--- config.mk ---
export PLATFORM = sky130hd
export DESIGN_NAME = mxv_dot_product_engine
export DESIGN_NICKNAME = d
export VERILOG_FILES = /design/src/rtl/mxv_pkg.sv /design/src/rtl/mxv_mac_unit.sv /design/src/rtl/mxv_dot_product_engine.sv
export SDC_FILE = /design/constraint.sdc
export NUM_CORES = 1
export LEC_CHECK = 0
export ABC_CLOCK_PERIOD_IN_PS = 5600
export CAP_MARGIN = 20
export CORE_ASPECT_RATIO = 0.7
export CORE_UTILIZATION = 60
export DETAILED_ROUTE_END_ITERATION = 7
export DONT_BUFFER_PORTS = 1
export PLACE_DENSITY = 0.86
export SYNTH_ARGS = -nofsm -noshare
export SYNTH_HDL_FRONTEND = slang
export SYNTH_SLANG_ARGS = --single-unit
export TNS_END_PERCENT = 5
--- constraint.sdc ---
create_clock -name clk -period 5.6 [get_ports clk]
set_input_delay 1.12 -clock clk [delete_from_list [all_inputs] [get_ports clk]]
set_output_delay 1.12 -clock clk [all_outputs]
set_load 0.05 [all_outputs]
--- src/rtl/mxv_pkg.sv ---
// -----------------------------------------------------------------------------
// mxv_pkg
// Shared definitions for the matrix-vector datapath: default operand and
// counter widths, accumulator width derivation and the dot-product FSM
// state encoding. Used by the FIFOs, the dot-product engine and the top level.
// Ports: none (package).
// -----------------------------------------------------------------------------
package mxv_pkg;

  localparam int MXV_DATA_WIDTH        = 8;
  localparam int MXV_NBITS_FOR_COUNTER = 6;

  // A signed DW x DW product needs 2*DW bits; summing up to 2^NB of them
  // needs NB more bits, so the accumulator can never overflow.
  function automatic int mxv_acc_width(input int data_width, input int nbits_for_counter);
    return 2 * data_width + nbits_for_counter;
  endfunction

  localparam int MXV_ACC_WIDTH = mxv_acc_width(MXV_DATA_WIDTH, MXV_NBITS_FOR_COUNTER);

  typedef enum logic [1:0] {
    IDLE = 2'd0,
    RUN  = 2'd1,
    DONE = 2'd2
  } mxv_dot_state_e;

endpackage

--- src/rtl/mxv_mac_unit.sv ---
// -----------------------------------------------------------------------------
// mxv_mac_unit
// Registered signed multiply-accumulate: acc <= acc + sext(a*b) when en is
// high, acc <= 0 when clear is high (clear has priority).
// Ports:
//   clk, reset  - clock, synchronous active-high reset
//   clear       - zero the accumulator on the next edge
//   en          - add the product of a and b on the next edge
//   a, b        - signed operands, DATA_WIDTH bits
//   acc         - registered signed running sum, ACC_WIDTH bits
// -----------------------------------------------------------------------------
module mxv_mac_unit
  import mxv_pkg::*;
#(
  parameter int DATA_WIDTH = MXV_DATA_WIDTH,
  parameter int ACC_WIDTH  = MXV_ACC_WIDTH
) (
  input  logic                         clk,
  input  logic                         reset,
  input  logic                         clear,
  input  logic                         en,
  input  logic signed [DATA_WIDTH-1:0] a,
  input  logic signed [DATA_WIDTH-1:0] b,
  output logic signed [ACC_WIDTH-1:0]  acc
);

  localparam int PROD_WIDTH = 2 * DATA_WIDTH;
  localparam int EXT_WIDTH  = ACC_WIDTH - PROD_WIDTH;

  logic signed [PROD_WIDTH-1:0] prod;
  logic signed [ACC_WIDTH-1:0]  prod_ext;
  logic signed [ACC_WIDTH-1:0]  acc_d;

  assign prod     = a * b;
  assign prod_ext = {{EXT_WIDTH{prod[PROD_WIDTH-1]}}, prod};

  // NOTE: acc_d gets a default before any condition so no path leaves it
  // unassigned; otherwise synthesis would infer a latch.
  always_comb begin
    acc_d = acc;
    if (clear) begin
      acc_d = '0;
    end else if (en) begin
      acc_d = acc + prod_ext;
    end
  end

  // NOTE: registers are updated with non-blocking assignments so every
  // always_ff samples pre-edge values regardless of evaluation order.
  always_ff @(posedge clk) begin
    if (reset) begin
      acc <= '0;
    end else begin
      acc <= acc_d;
    end
  end

endmodule

--- src/rtl/mxv_dot_product_engine.sv ---
// -----------------------------------------------------------------------------
// mxv_dot_product_engine
// Pops paired matrix/vector elements from two FIFOs, multiplies them as signed
// values and accumulates the products over a programmable row length, then
// pulses result_valid for one cycle with the dot product on result.
// Ports:
//   clk, reset               - clock, synchronous active-high reset
//   start, length            - begin a dot product of `length` elements (IDLE only)
//   matrix_empty/vector_empty- FIFO empty flags
//   matrix_data/vector_data  - FIFO read data, valid the cycle after a pop
//   pop_matrix/pop_vector    - paired FIFO pop enables (combinational)
//   busy                     - high in RUN and DONE
//   result, result_valid     - signed dot product and its one-cycle strobe
// -----------------------------------------------------------------------------
module mxv_dot_product_engine
  import mxv_pkg::*;
#(
  parameter int DATA_WIDTH        = MXV_DATA_WIDTH,
  parameter int NBITS_FOR_COUNTER = MXV_NBITS_FOR_COUNTER,
  parameter int ACC_WIDTH         = mxv_acc_width(DATA_WIDTH, NBITS_FOR_COUNTER)
) (
  input  logic                         clk,
  input  logic                         reset,
  input  logic                         start,
  input  logic [NBITS_FOR_COUNTER-1:0] length,
  input  logic                         matrix_empty,
  input  logic                         vector_empty,
  input  logic [DATA_WIDTH-1:0]        matrix_data,
  input  logic [DATA_WIDTH-1:0]        vector_data,
  output logic                         pop_matrix,
  output logic                         pop_vector,
  output logic                         busy,
  output logic [ACC_WIDTH-1:0]         result,
  output logic                         result_valid
);

  localparam logic [NBITS_FOR_COUNTER-1:0] CNT_ONE = {{(NBITS_FOR_COUNTER-1){1'b0}}, 1'b1};

  mxv_dot_state_e                 state_q;
  logic [NBITS_FOR_COUNTER-1:0]   len_q;
  logic [NBITS_FOR_COUNTER-1:0]   issued_q;
  logic [NBITS_FOR_COUNTER-1:0]   consumed_q;
  logic [NBITS_FOR_COUNTER-1:0]   consumed_d;
  logic                           pop_d1_q;
  logic                           busy_q;
  logic                           result_valid_q;
  logic                           pop;
  logic                           acc_clear;
  logic signed [ACC_WIDTH-1:0]    acc;

  // Both FIFOs must have data so pops always stay paired; reset gates the
  // pop so no element is lost while the FSM is being cleared.
  assign pop = !reset && (state_q == RUN) && !matrix_empty && !vector_empty
               && (issued_q < len_q);

  assign acc_clear  = (state_q == IDLE) && start;
  assign consumed_d = consumed_q + CNT_ONE;

  mxv_mac_unit #(
    .DATA_WIDTH (DATA_WIDTH),
    .ACC_WIDTH  (ACC_WIDTH)
  ) u_mac (
    .clk   (clk),
    .reset (reset),
    .clear (acc_clear),
    .en    (pop_d1_q),
    .a     (matrix_data),
    .b     (vector_data),
    .acc   (acc)
  );

  always_ff @(posedge clk) begin
    if (reset) begin
      state_q        <= IDLE;
      len_q          <= '0;
      issued_q       <= '0;
      consumed_q     <= '0;
      pop_d1_q       <= 1'b0;
      busy_q         <= 1'b0;
      result_valid_q <= 1'b0;
    end else begin
      // FIFO read data arrives one cycle after the pop.
      pop_d1_q       <= pop;
      result_valid_q <= 1'b0;
      unique case (state_q)
        IDLE: begin
          if (start) begin
            len_q      <= length;
            issued_q   <= '0;
            consumed_q <= '0;
            busy_q     <= 1'b1;
            if (length == '0) begin
              state_q        <= DONE;
              result_valid_q <= 1'b1;
            end else begin
              state_q <= RUN;
            end
          end
        end
        RUN: begin
          if (pop) begin
            issued_q <= issued_q + CNT_ONE;
          end
          if (pop_d1_q) begin
            consumed_q <= consumed_d;
            if (consumed_d == len_q) begin
              state_q        <= DONE;
              result_valid_q <= 1'b1;
            end
          end
        end
        DONE: begin
          state_q <= IDLE;
          busy_q  <= 1'b0;
        end
        default: begin
          state_q <= IDLE;
          busy_q  <= 1'b0;
        end
      endcase
    end
  end

  assign pop_matrix   = pop;
  assign pop_vector   = pop;
  assign busy         = busy_q;
  // The accumulator is cleared only by an accepted start or reset, so once the
  // last product lands (entering DONE) it holds the dot product until the next
  // accepted start.
  assign result       = acc;
  assign result_valid = result_valid_q;

endmodule

==> metrics.md, run 1 <==
| Metric | Value |
|---|---|
| Top-count cell post-synth | `inv_1` |
| DRC Markers | `0` |
| Synth warnings | `0` |
| Detailed-route vias per instance | `5.60` |
| Ys flop type | `dfxtp_1` |
| Row Count | `29` |
| FMAX | `~190 MHz` |
| CP Class | `in -> reg` |
| Sequential share of power | `about 13%` |
| Worst-Skew Late Latency | `0.29 ns` |
| Worst slew pin tran | `~1.1 ns` |
| Library cells used by synthesis | `44` |
| Avg Cell Area, Syn | `just over 9 um2` |
| Hold crit path type | `reg -> reg` |
| Metal2 WL | `around 5900 um` |
| Met3 routed WL | `843 um` |
| Cell taking the most area after synthesis | `fa_1` |
| Area of the core | `between 9000 and 10000 um2` |
| Starting Density | `between 60% and 70%` |
| Layout Cell Area excl Fill | `between 6000 and 7000 um2` |
| Setup violators final | `0` |
| First-pass GRT wire length | `21500 um` |
| Die Footprint | `10100 um2` |
| Final worst path period share | `95.5%` |
| Cts bufs inserted | `5` |
| DRT Wirelength | `roughly 12000 um` |
| Share of cells above drive strength 1 | `roughly 5.8%` |
| Clock group share of total power | `14.3%` |
| Share of synthesized registers carrying an async set or reset | `0%` |
| Post-synth EDFFs | `0` |
| Number of global-route vias before repair | `4558` |
| Max-slew violations | `0` |
| WP data required | `around 5.8 ns` |
| Clock tree from TritonCTS | `built` |
| CTS Hold Bufs | `0` |
| Routability cong. | `around 0.92` |
| Flops & latches, synth | `between 40 and 50` |
| Drt wl/cell | `~16 um` |
| Initial antenna violation count | `0` |
| Pwr dens | `about 430 nW/um2` |
| Share of the synthesized area in the top cell type | `roughly a third` |
| Die Ht | `between 80 and 90 um` |
| DR iter-0 viols | `309` |
| P&R area growth vs syn | `8.11%` |
| Crit start category | `primary input` |
| VDD IR-drop max | `0.272 mV` |
| Final min period | `5.35 ns` |
| Status | `completed` |
| Synth cell count leaders | `115 x inv_1, 96 x fa_1, 65 x nand2_1` |
| Leakage | `approximately 3 nW` |
| Worst slew margin | `between 20% and 30%` |
| Via count | `around 4300` |
| Post-DP HPWL | `10300 um` |
| Comb power frac | `between 70% and 80%` |
| RSZ-0062 raised after global routing | `false` |
| Final hold vios | `0` |
| Syn_nets | `roughly 820` |
| DP Area | `about 6100 um2` |
| Ports | `53` |
| Total iterations of the first detailed-routing run | `5` |
| Post_cts resized | `0` |
| Max Clock Skew | `a little over 0.006 ns` |
| Diode count | `0` |
| CP Max Fanout | `6` |
| Pin count of the biggest net entering global routing | `24` |
| Post-synthesis sequential area ratio | `between 10% and 20%` |
| Die W | `approximately 120 um` |
| Fin nets | `roughly 830` |
| Crit path DAT | `roughly 5.5 ns` |
| Cells after Synth | `around 640` |
| P_int | `approximately 1.5 mW` |
| Post-CTS setup buffers | `0` |
| Gr usage total | `between 20% and 30%` |
| Clock Path Buffers | `2` |
| Routed met1 length | `roughly 5500 um` |
| Root Buffer | `clkbuf_16` |
| Final ANT Viol Nets | `0` |
| Total Power | `approximately 2.7 mW` |
| Largest cells by area after synthesis | `fa_1 33%, dfxtp_1 16%, ha_1 12%` |
| Clock transition at path regs | `approximately 0.060 ns` |
| Grt total ovfl | `0` |
| H-tree depth | `2` |
| Post-Syn Area | `approximately 5800 um2` |
| Switching Share | `between 40% and 50%` |
| Final setup TNS | `0 ns` |
| CTS Sinks | `45` |
| Port-buffer cells | `0` |
| Crit end category | `flip-flop` |
| Maxcap violations | `0` |
| Top sig layer | `met4` |
| Sw power | `roughly 1.3 mW` |
==> worst max-delay path, cell delays in order <==
cell and delay [ns]:
inv_1 0.21, nor2_1 0.12, fa_1 0.51, fa_1 0.53, fa_1 0.55, inv_1 0.06, fa_1 0.53, inv_1 0.04
ha_1 0.29, ha_1 0.31, a21oi_1 0.15, nor2_1 0.07, a211oi_2 0.28, a21oi_1 0.18, o21ai_0 0.27, xor2_1 0.18
o21ai_0 0.09
==> layout make-up <==
class                           count  area, um2
Multi-Input combinational cell    462       4420
Fill cell                         695       2950
Sequential cell                    45        901
Inverter                          115        432
Timing Repair Buffer               23        173
Tap cell                          124        155
Clock buffer                        5        125
Clock inverter                      3       68.8
==> power groups by stage <==
stage          clock network (mW)  registers, mW  logic (mW)
5_1_grt                     0.404          0.349        2.23
4_1_cts                     0.388          0.348        1.96
3_3_place_gp                    0          0.354        1.86
2_1_floorplan                   0          0.360        1.47
3_5_place_dp                    0          0.355        1.93
6_report                    0.388          0.348        1.98
==> stage by stage <==
stage               hold WS, ns  util (%)  cells  setup WS (ns)
finish                    0.484      68.0    777          0.251
global route              0.508      68.0    777         0.0281
CTS                       0.482      68.0    777          0.193
detailed placement        0.473      65.9    769        -0.0862
global placement          0.473      65.9    769         0.0431
floorplan                 0.457         -    637         0.0527
==> layout by cell type (no fill, tap or decap), drive strengths merged, types with 14 or more instances in the layout <==
cell,count
o21ai,18
nand2,65
and2,30
inv,116
nor2,38
fa,96
dfxtp,45
xnor2,19
buf,23
a21oi,30
ha,57
nand3,14
==> routing by layer <==
layer  GRT usage (%)  up-vias
li1                -     2051
met5               0        -
met1            36.6     2143
met4            4.77        0
met2            44.0      142
met3            5.84       12
==> final timing paths <==
path                                      from             to  slack [ns]  cells after the start
worst max-delay path            vector_data[7]  u_mac.acc[19]        0.25                     17
worst min-delay path                  len_q[1]       len_q[1]        0.48                      2
worst max register to register    u_mac.acc[3]  u_mac.acc[20]        0.73                     19
worst min register to register        len_q[1]       len_q[1]        0.48                      2
==> cell families after synthesis <==
| logic type | count (synthesis) | share of synthesized area (%) |
|---|---|---|
| AO/OA/AOI/OAI | 84 | 8.93 |
| XOR/XNOR | 28 | 4.23 |
| adder cells (fa/ha/maj) | 153 | 45.4 |
| buffers and inverters | 130 | 8.50 |
| flip-flops | 45 | 15.5 |
| multiplexers | 13 | 2.24 |
| AND/OR/NAND/NOR | 184 | 15.1 |
==> registers in the layout, indices dropped and copies added, names as in the netlist <==
name	count
u_mac.acc	22
consumed_q	6
issued_q	6
len_q	6
state_q	2
busy	1
pop_d1_q	1
result_valid	1
(Power assumes the default switching activity.)
==> run 2: changes to the inputs <==
--- a/config.mk
+++ b/config.mk
@@ -7,11 +7,13 @@
 export LEC_CHECK = 0
 export ABC_CLOCK_PERIOD_IN_PS = 5600
 export CAP_MARGIN = 20
+export CELL_PAD_IN_SITES_DETAIL_PLACEMENT = 0
+export CELL_PAD_IN_SITES_GLOBAL_PLACEMENT = 1
 export CORE_ASPECT_RATIO = 0.7
-export CORE_UTILIZATION = 60
+export CORE_UTILIZATION = 46
 export DETAILED_ROUTE_END_ITERATION = 7
 export DONT_BUFFER_PORTS = 1
-export PLACE_DENSITY = 0.86
+export PLACE_DENSITY = 0.85
 export SYNTH_ARGS = -nofsm -noshare
 export SYNTH_HDL_FRONTEND = slang
 export SYNTH_SLANG_ARGS = --single-unit
==> metrics.md, run 2 (synthesis results as in run 1) <==
| Metric | Value |
|---|---|
| Status | `completed (unchanged)` |
| Max-slew violations | `0 (unchanged)` |
| Total iterations of the first detailed-routing run | `5 (unchanged)` |
| Pwr dens | `414 nW/um2 (was 433 nW/um2)` |
| Ports | `53 (unchanged)` |
| VDD IR-drop max | `0.204 mV (was 0.272 mV)` |
| Drt wl/cell | `15.6 um (was 15.9 um)` |
| Area of the core | `12000 um2 (was 9220 um2)` |
| Via count | `4295 (was 4348)` |
| Cts bufs inserted | `5 (unchanged)` |
| Fin util | `52.5% (was 68.0%)` |
| Port-buffer cells | `0 (unchanged)` |
| Final Hold Slack | `0.487 ns (was 0.484 ns)` |
| DRC Markers | `0 (unchanged)` |
| CTS Sinks | `45 (unchanged)` |
| Die Footprint | `13100 um2 (was 10100 um2)` |
| RSZ-0062 raised after global routing | `false (unchanged)` |
| Crit start category | `primary input (unchanged)` |
| Post-CTS setup buffers | `0 (unchanged)` |
| Gr usage total | `20.6% (was 26.7%)` |
| CP Max Fanout | `6 (unchanged)` |
| Routability cong. | `0.908 (was 0.923)` |
| Hold path start | `len_q[4] (was len_q[1])` |
| Total Power | `2.60 mW (was 2.72 mW)` |
| Final ANT Viol Nets | `0 (unchanged)` |
| Final worst path period share | `95.3% (was 95.5%)` |
| Reg2reg start | `u_mac.acc[3] (unchanged)` |
| Max reg flops | `22 (unchanged)` |
| Post-DP HPWL | `10600 um (was 10300 um)` |
| Worst slew pin tran | `1.04 ns (was 1.08 ns)` |
| Leakage | `3.00 nW (was 3.01 nW)` |
| Clock tree from TritonCTS | `built (unchanged)` |
| Initial antenna violation count | `0 (unchanged)` |
| Pin count of the biggest net entering global routing | `24 (unchanged)` |
| Maxcap violations | `0 (unchanged)` |
| Hold crit path type | `reg -> reg (unchanged)` |
| Crit end category | `flip-flop (unchanged)` |
| Clock Path Buffers | `2 (unchanged)` |
| Fin nets | `832 (unchanged)` |
| Detailed-route vias per instance | `5.30 (was 5.60)` |
| Final hold vios | `0 (unchanged)` |
| Root Buffer | `clkbuf_16 (unchanged)` |
| CTS Hold Bufs | `0 (unchanged)` |
| Post_cts resized | `0 (unchanged)` |
| Die Ht | `96.0 um (was 84.3 um)` |
| FMAX | `187 MHz (about the same)` |
| Most common cell after layout, fill and taps aside | `inv_1 (unchanged)` |
| Max Clock Skew | `0.00779 ns (was 0.00611 ns)` |
| Number of global-route vias before repair | `4247 (was 4558)` |
| Diode count | `0 (unchanged)` |
| DRT Wirelength | `12600 um (was 12400 um)` |
| DR iter-0 viols | `239 (was 309)` |
| CP Class | `in -> reg (unchanged)` |
| P&R area growth vs syn | `8.28% (was 8.11%)` |
| Commonest cells after routing, fill and taps aside | `115 x inv_1, 96 x fa_1, 65 x nand2_1 (unchanged)` |
| CP Launch Point | `vector_data[7] (unchanged)` |
| Final min period | `5.34 ns (was 5.35 ns)` |
| Die W | `136 um (was 120 um)` |
| Setup violators final | `0 (unchanged)` |
| First-pass GRT wire length | `20700 um (was 21500 um)` |
| Share of cells above drive strength 1 | `5.51% (was 5.82%)` |
| Grt total ovfl | `0 (unchanged)` |
| Starting Density | `48.4% (was 62.9%)` |
| Row Count | `33 (was 29)` |
| Crit path DAT | `5.50 ns (was 5.51 ns)` |
| WP data required | `5.77 ns (was 5.76 ns)` |
| Worst slew margin | `30.6% (was 28.1%)` |
| Clock transition at path regs | `0.06 ns (about the same)` |
| Top reg by flops | `u_mac.acc (unchanged)` |
| H-tree depth | `2 (unchanged)` |
| Worst-Skew Late Latency | `0.29 ns (about the same)` |
run 2: cell count changes in the layout (fill, tap and decap cells not counted):
cell	change
clkbuf_1	+1
bufinv_16	-1
inv_6	-1
clkinv_4	+1
a211oi_2	-1
a211oi_1	+1
run 2: per-layer routing:
layer | vias to the layer above | wire length [um] | track usage [%]
met1 | 2129 | 6040 | 30.6
li1 | 2051 | - | -
met4 | 0 | 55 | 2.96
met3 | 5 | 794 | 3.90
met5 | - | 0 | 0
met2 | 110 | 5710 | 31.6
run 2: per-stage QoR:
stage	setup WS, ns	instances	area [um2]	setup TNS [ns]
global route	0.0146	810	6280	0
finish	0.262	810	6280	0
global placement	0.0800	802	6110	0
detailed placement	-0.0150	802	6110	-0.0150
CTS	0.282	810	6280	0
floorplan	0.0527	637	5810	0
run 2: path summary, 6_finish.rpt:
check	endpoint	slack, ns	cells past startpoint
min	len_q[4]	0.49	2
min reg2reg	len_q[4]	0.49	2
max	u_mac.acc[19]	0.26	17
max reg2reg	u_mac.acc[12]	0.82	20
run 2: layout make-up:
cell class / instances / area [um2]
inverter: 115 / 432
fill: 1097 / 5690
timing repair buffer: 23 / 173
tap: 157 / 196
clock inverter: 2 / 38.8
multi-input combinational: 462 / 4410
sequential: 45 / 901
clock buffer: 6 / 129
run 2: report_power, final:
group	internal [mW]	switching, mW	total (mW)
Sequential	0.329	0.0167	0.346
Clock	0.212	0.129	0.340
Combinational	0.849	1.07	1.91
Total	1.39	1.21	2.60
run 2: worst max-delay path: stages:
cell and delay, ns:
inv_1 0.19, nor2_1 0.11, fa_1 0.52, fa_1 0.53, fa_1 0.54, inv_1 0.05, fa_1 0.53, inv_1 0.05
ha_1 0.28, ha_1 0.30, a21oi_1 0.14, nor2_1 0.06, a211oi_1 0.37, a21oi_1 0.20, o21ai_0 0.26, xor2_1 0.15
o21ai_0 0.07
==> run 3: changes to the inputs <==
--- a/config.mk
+++ b/config.mk
@@ -6,14 +6,14 @@
 export NUM_CORES = 1
 export LEC_CHECK = 0
 export ABC_CLOCK_PERIOD_IN_PS = 5600
+export BUFFER_PORTS_ARGS = -buffer_cell sky130_fd_sc_hd__buf_2
 export CAP_MARGIN = 20
 export CELL_PAD_IN_SITES_DETAIL_PLACEMENT = 0
 export CELL_PAD_IN_SITES_GLOBAL_PLACEMENT = 1
 export CORE_ASPECT_RATIO = 0.7
-export CORE_UTILIZATION = 46
+export CORE_UTILIZATION = 43
 export DETAILED_ROUTE_END_ITERATION = 7
-export DONT_BUFFER_PORTS = 1
-export PLACE_DENSITY = 0.85
+export PLACE_DENSITY = 0.86
 export SYNTH_ARGS = -nofsm -noshare
 export SYNTH_HDL_FRONTEND = slang
 export SYNTH_SLANG_ARGS = --single-unit
==> metrics.md, run 3 (synthesis results as in run 1) <==
| Metric | Value |
|---|---|
| Grt total ovfl | `0 (unchanged)` |
| Commonest cells after routing, fill and taps aside | `115 x inv_1, 95 x fa_1, 65 x nand2_1 (was 115 x inv_1, 96 x fa_1, 65 x nand2_1)` |
| Detailed-route vias per instance | `5.07 (was 5.30)` |
| Hold crit path type | `reg -> reg (unchanged)` |
| Root Buffer | `clkbuf_16 (unchanged)` |
| Gr usage total | `19.8% (was 20.6%)` |
| WP buf/inv | `4 (was 3)` |
| Routability cong. | `0.923 (was 0.908)` |
| FMAX | `183 MHz (was 187 MHz)` |
| Die W | `141 um (was 136 um)` |
| Most common cell after layout, fill and taps aside | `inv_1 (unchanged)` |
| P&R area growth vs syn | `15.4% (was 8.28%)` |
| Clock transition at path regs | `0.07 ns (was 0.06 ns)` |
| Post-DP HPWL | `10700 um (was 10600 um)` |
| Setup crit end | `u_mac.acc[15] (was u_mac.acc[19])` |
| Reg2reg path depth | `18 (was 20)` |
| Total Power | `2.78 mW (was 2.60 mW)` |
| Die Footprint | `14000 um2 (was 13100 um2)` |
| Setup violators final | `0 (unchanged)` |
| P_int | `1.51 mW (was 1.39 mW)` |
| Crit-path max cell delay | `0.57 ns (was 0.54 ns)` |
| Crit end category | `flip-flop (unchanged)` |
| Row Count | `35 (was 33)` |
| Max-slew violations | `0 (unchanged)` |
| RR Endpoint | `u_mac.acc[15] (was u_mac.acc[12])` |
| Worst-Skew Late Latency | `0.29 ns (about the same)` |
| VDD IR-drop max | `0.235 mV (was 0.204 mV)` |
| Pin count of the biggest net entering global routing | `23 (was 24)` |
| Max Clock Skew | `0.00696 ns (was 0.00779 ns)` |
| Switching Share | `45.8% (was 46.5%)` |
| Maxcap violations | `0 (unchanged)` |
| Max reg flops | `22 (unchanged)` |
| Final Hold Slack | `0.491 ns (was 0.487 ns)` |
| Clock Path Buffers | `2 (unchanged)` |
| CP Class | `in -> reg (unchanged)` |
| Share of cells above drive strength 1 | `15.4% (was 5.51%)` |
| Drt wl/cell | `14.2 um (was 15.6 um)` |
| Initial antenna violation count | `0 (unchanged)` |
| Sw power | `1.27 mW (was 1.21 mW)` |
| Total iterations of the first detailed-routing run | `4 (was 5)` |
| DR iter-0 viols | `303 (was 239)` |
| Pre-CTS setup slack | `-0.103 ns (was -0.0150 ns)` |
| CTS Sinks | `45 (unchanged)` |
| Clock group share of total power | `10.6% (was 13.1%)` |
| Comb power frac | `77.1% (was 73.6%)` |
| CP Max Fanout | `7 (was 6)` |
| Via count | `4522 (was 4295)` |
| Die Ht | `99.2 um (was 96.0 um)` |
| Sequential share of power | `12.3% (was 13.3%)` |
| Crit-path leading delay family | `adder cells (unchanged)` |
| Number of global-route vias before repair | `4747 (was 4247)` |
| Crit start category | `primary input (unchanged)` |
| CTS Hold Bufs | `0 (unchanged)` |
| Setup slack after layout | `0.140 ns (was 0.262 ns)` |
| Worst slew margin | `24.7% (was 30.6%)` |
| Hold path start | `len_q[1] (was len_q[4])` |
| Critical path depth | `18 (was 17)` |
| Crit path DAT | `5.61 ns (was 5.50 ns)` |
| Starting Density | `44.2% (was 48.4%)` |
| Leakage | `3.32 nW (was 3.00 nW)` |
| Port-buffer cells | `52 (was 0)` |
| Final setup TNS | `0 ns (unchanged)` |
| Clock tree from TritonCTS | `built (unchanged)` |
| Crit path cell chain | `buf_2 -> and2_4 -> inv_1 -> fa_1 -> inv_1 -> fa_1 -> fa_1 -> fa_1 -> fa_1 -> ha_1 -> buf_4 -> nand3_1 -> nand2_1 -> o21ai_1 -> a21oi_1 -> or3_1 -> nand3_1 -> a21oi_1 (was inv_1 -> nor2_1 -> fa_1 -> fa_1 -> fa_1 -> inv_1 -> fa_1 -> inv_1 -> ha_1 -> ha_1 -> a21oi_1 -> nor2_1 -> a211oi_1 -> a21oi_1 -> o21ai_0 -> xor2_1 -> o21ai_0)` |
| Final ANT Viol Nets | `0 (unchanged)` |
| Top reg by flops | `u_mac.acc (unchanged)` |
| Reg2Reg Setup Slack | `0.83 ns (was 0.82 ns)` |
| Number of fillers in the final layout | `1239 (was 1097)` |
| Fin nets | `905 (was 832)` |
| Pwr dens | `415 nW/um2 (was 414 nW/um2)` |
| Final hold vios | `0 (unchanged)` |
| Final min period | `5.46 ns (was 5.34 ns)` |
| DRT Wirelength | `12700 um (was 12600 um)` |
| CP max stage cell | `fa_1 (unchanged)` |
| CP Launch Point | `matrix_data[7] (was vector_data[7])` |
| Cts bufs inserted | `5 (unchanged)` |
| Worst slew pin tran | `1.13 ns (was 1.04 ns)` |
| Diode count | `0 (unchanged)` |
| DRC Markers | `0 (unchanged)` |
| Reg2reg start | `u_mac.acc[6] (was u_mac.acc[3])` |
| Final worst path period share | `97.5% (was 95.3%)` |
| H-tree depth | `2 (unchanged)` |
| Status | `completed (unchanged)` |
| WP data required | `5.75 ns (was 5.77 ns)` |
| Area of the core | `13100 um2 (was 12000 um2)` |
| Ports | `53 (unchanged)` |
| First-pass GRT wire length | `22100 um (was 20700 um)` |
| Most Frequent Cell on Critical Path | `fa_1 (unchanged)` |
run 3: layer usage:
metal  GRT usage (%)  up-vias  routed length [um]
met3            2.26        9                 582
li1                -     2204                   -
met5               0        -                   0
met2            31.6       94                5790
met4            3.09        0                  78
met1            29.4     2215                6230
run 3: worst reg2reg max path, stage by stage (launching register included):
cell and delay, ns:
dfxtp_1 0.35, inv_1 0.09, fa_1 0.53, inv_1 0.05
fa_1 0.50, inv_1 0.05, fa_1 0.53, inv_1 0.05
fa_1 0.42, fa_1 0.38, ha_1 0.37, buf_4 0.16
nand3_1 0.06, nand2_1 0.08, o21ai_1 0.36, a21oi_1 0.14
or3_1 0.33, nand3_1 0.09, a21oi_1 0.09
run 3: timing repair:
item                                    4_1_cts  5_1_grt
resized for setup                             0        5
endpoints found under the setup margin        0        4
setup buffers                                 0        2
run 3: cell type report:
type | instances | area (um2) | area share (%)
inverters | 115 | 432 | 6.45
repair buffers | 96 | 591 | 8.82
clock inverters | 1 | 7.51 | 0.112
flip-flops and latches | 45 | 901 | 13.5
clock buffers | 7 | 133 | 1.98
multi-input cells | 462 | 4430 | 66.1
well taps | 166 | 208 | 3.10
run 3: stage by stage:
step | utilization [%] | std cells | instance area [um2]
5_1_grt | 51.0 | 892 | 6700
3_3_place_gp | 49.7 | 882 | 6530
2_1_floorplan | - | 637 | 5810
4_1_cts | 50.8 | 890 | 6670
3_5_place_dp | 49.7 | 882 | 6530
6_report | 51.0 | 892 | 6700
run 3: power by group through the flow:
stage / sequential, mW / combinational [mW] / clock, mW
floorplan: 0.360 / 1.47 / 0
global placement: 0.350 / 2.06 / 0
detailed placement: 0.350 / 2.09 / 0
CTS: 0.343 / 2.13 / 0.299
global route: 0.344 / 2.43 / 0.313
finish: 0.343 / 2.15 / 0.294
run 3: worst min-delay path by stage:
stage | endpoint | slack (ns) | cells past startpoint
final | len_q[1] | 0.49 | 2
after global routing | issued_q[5] | 0.52 | 2
after CTS | issued_q[5] | 0.50 | 2
after detailed placement | issued_q[5] | 0.49 | 2
after global placement | busy | 0.46 | 2
after floorplan | issued_q[5] | 0.46 | 2
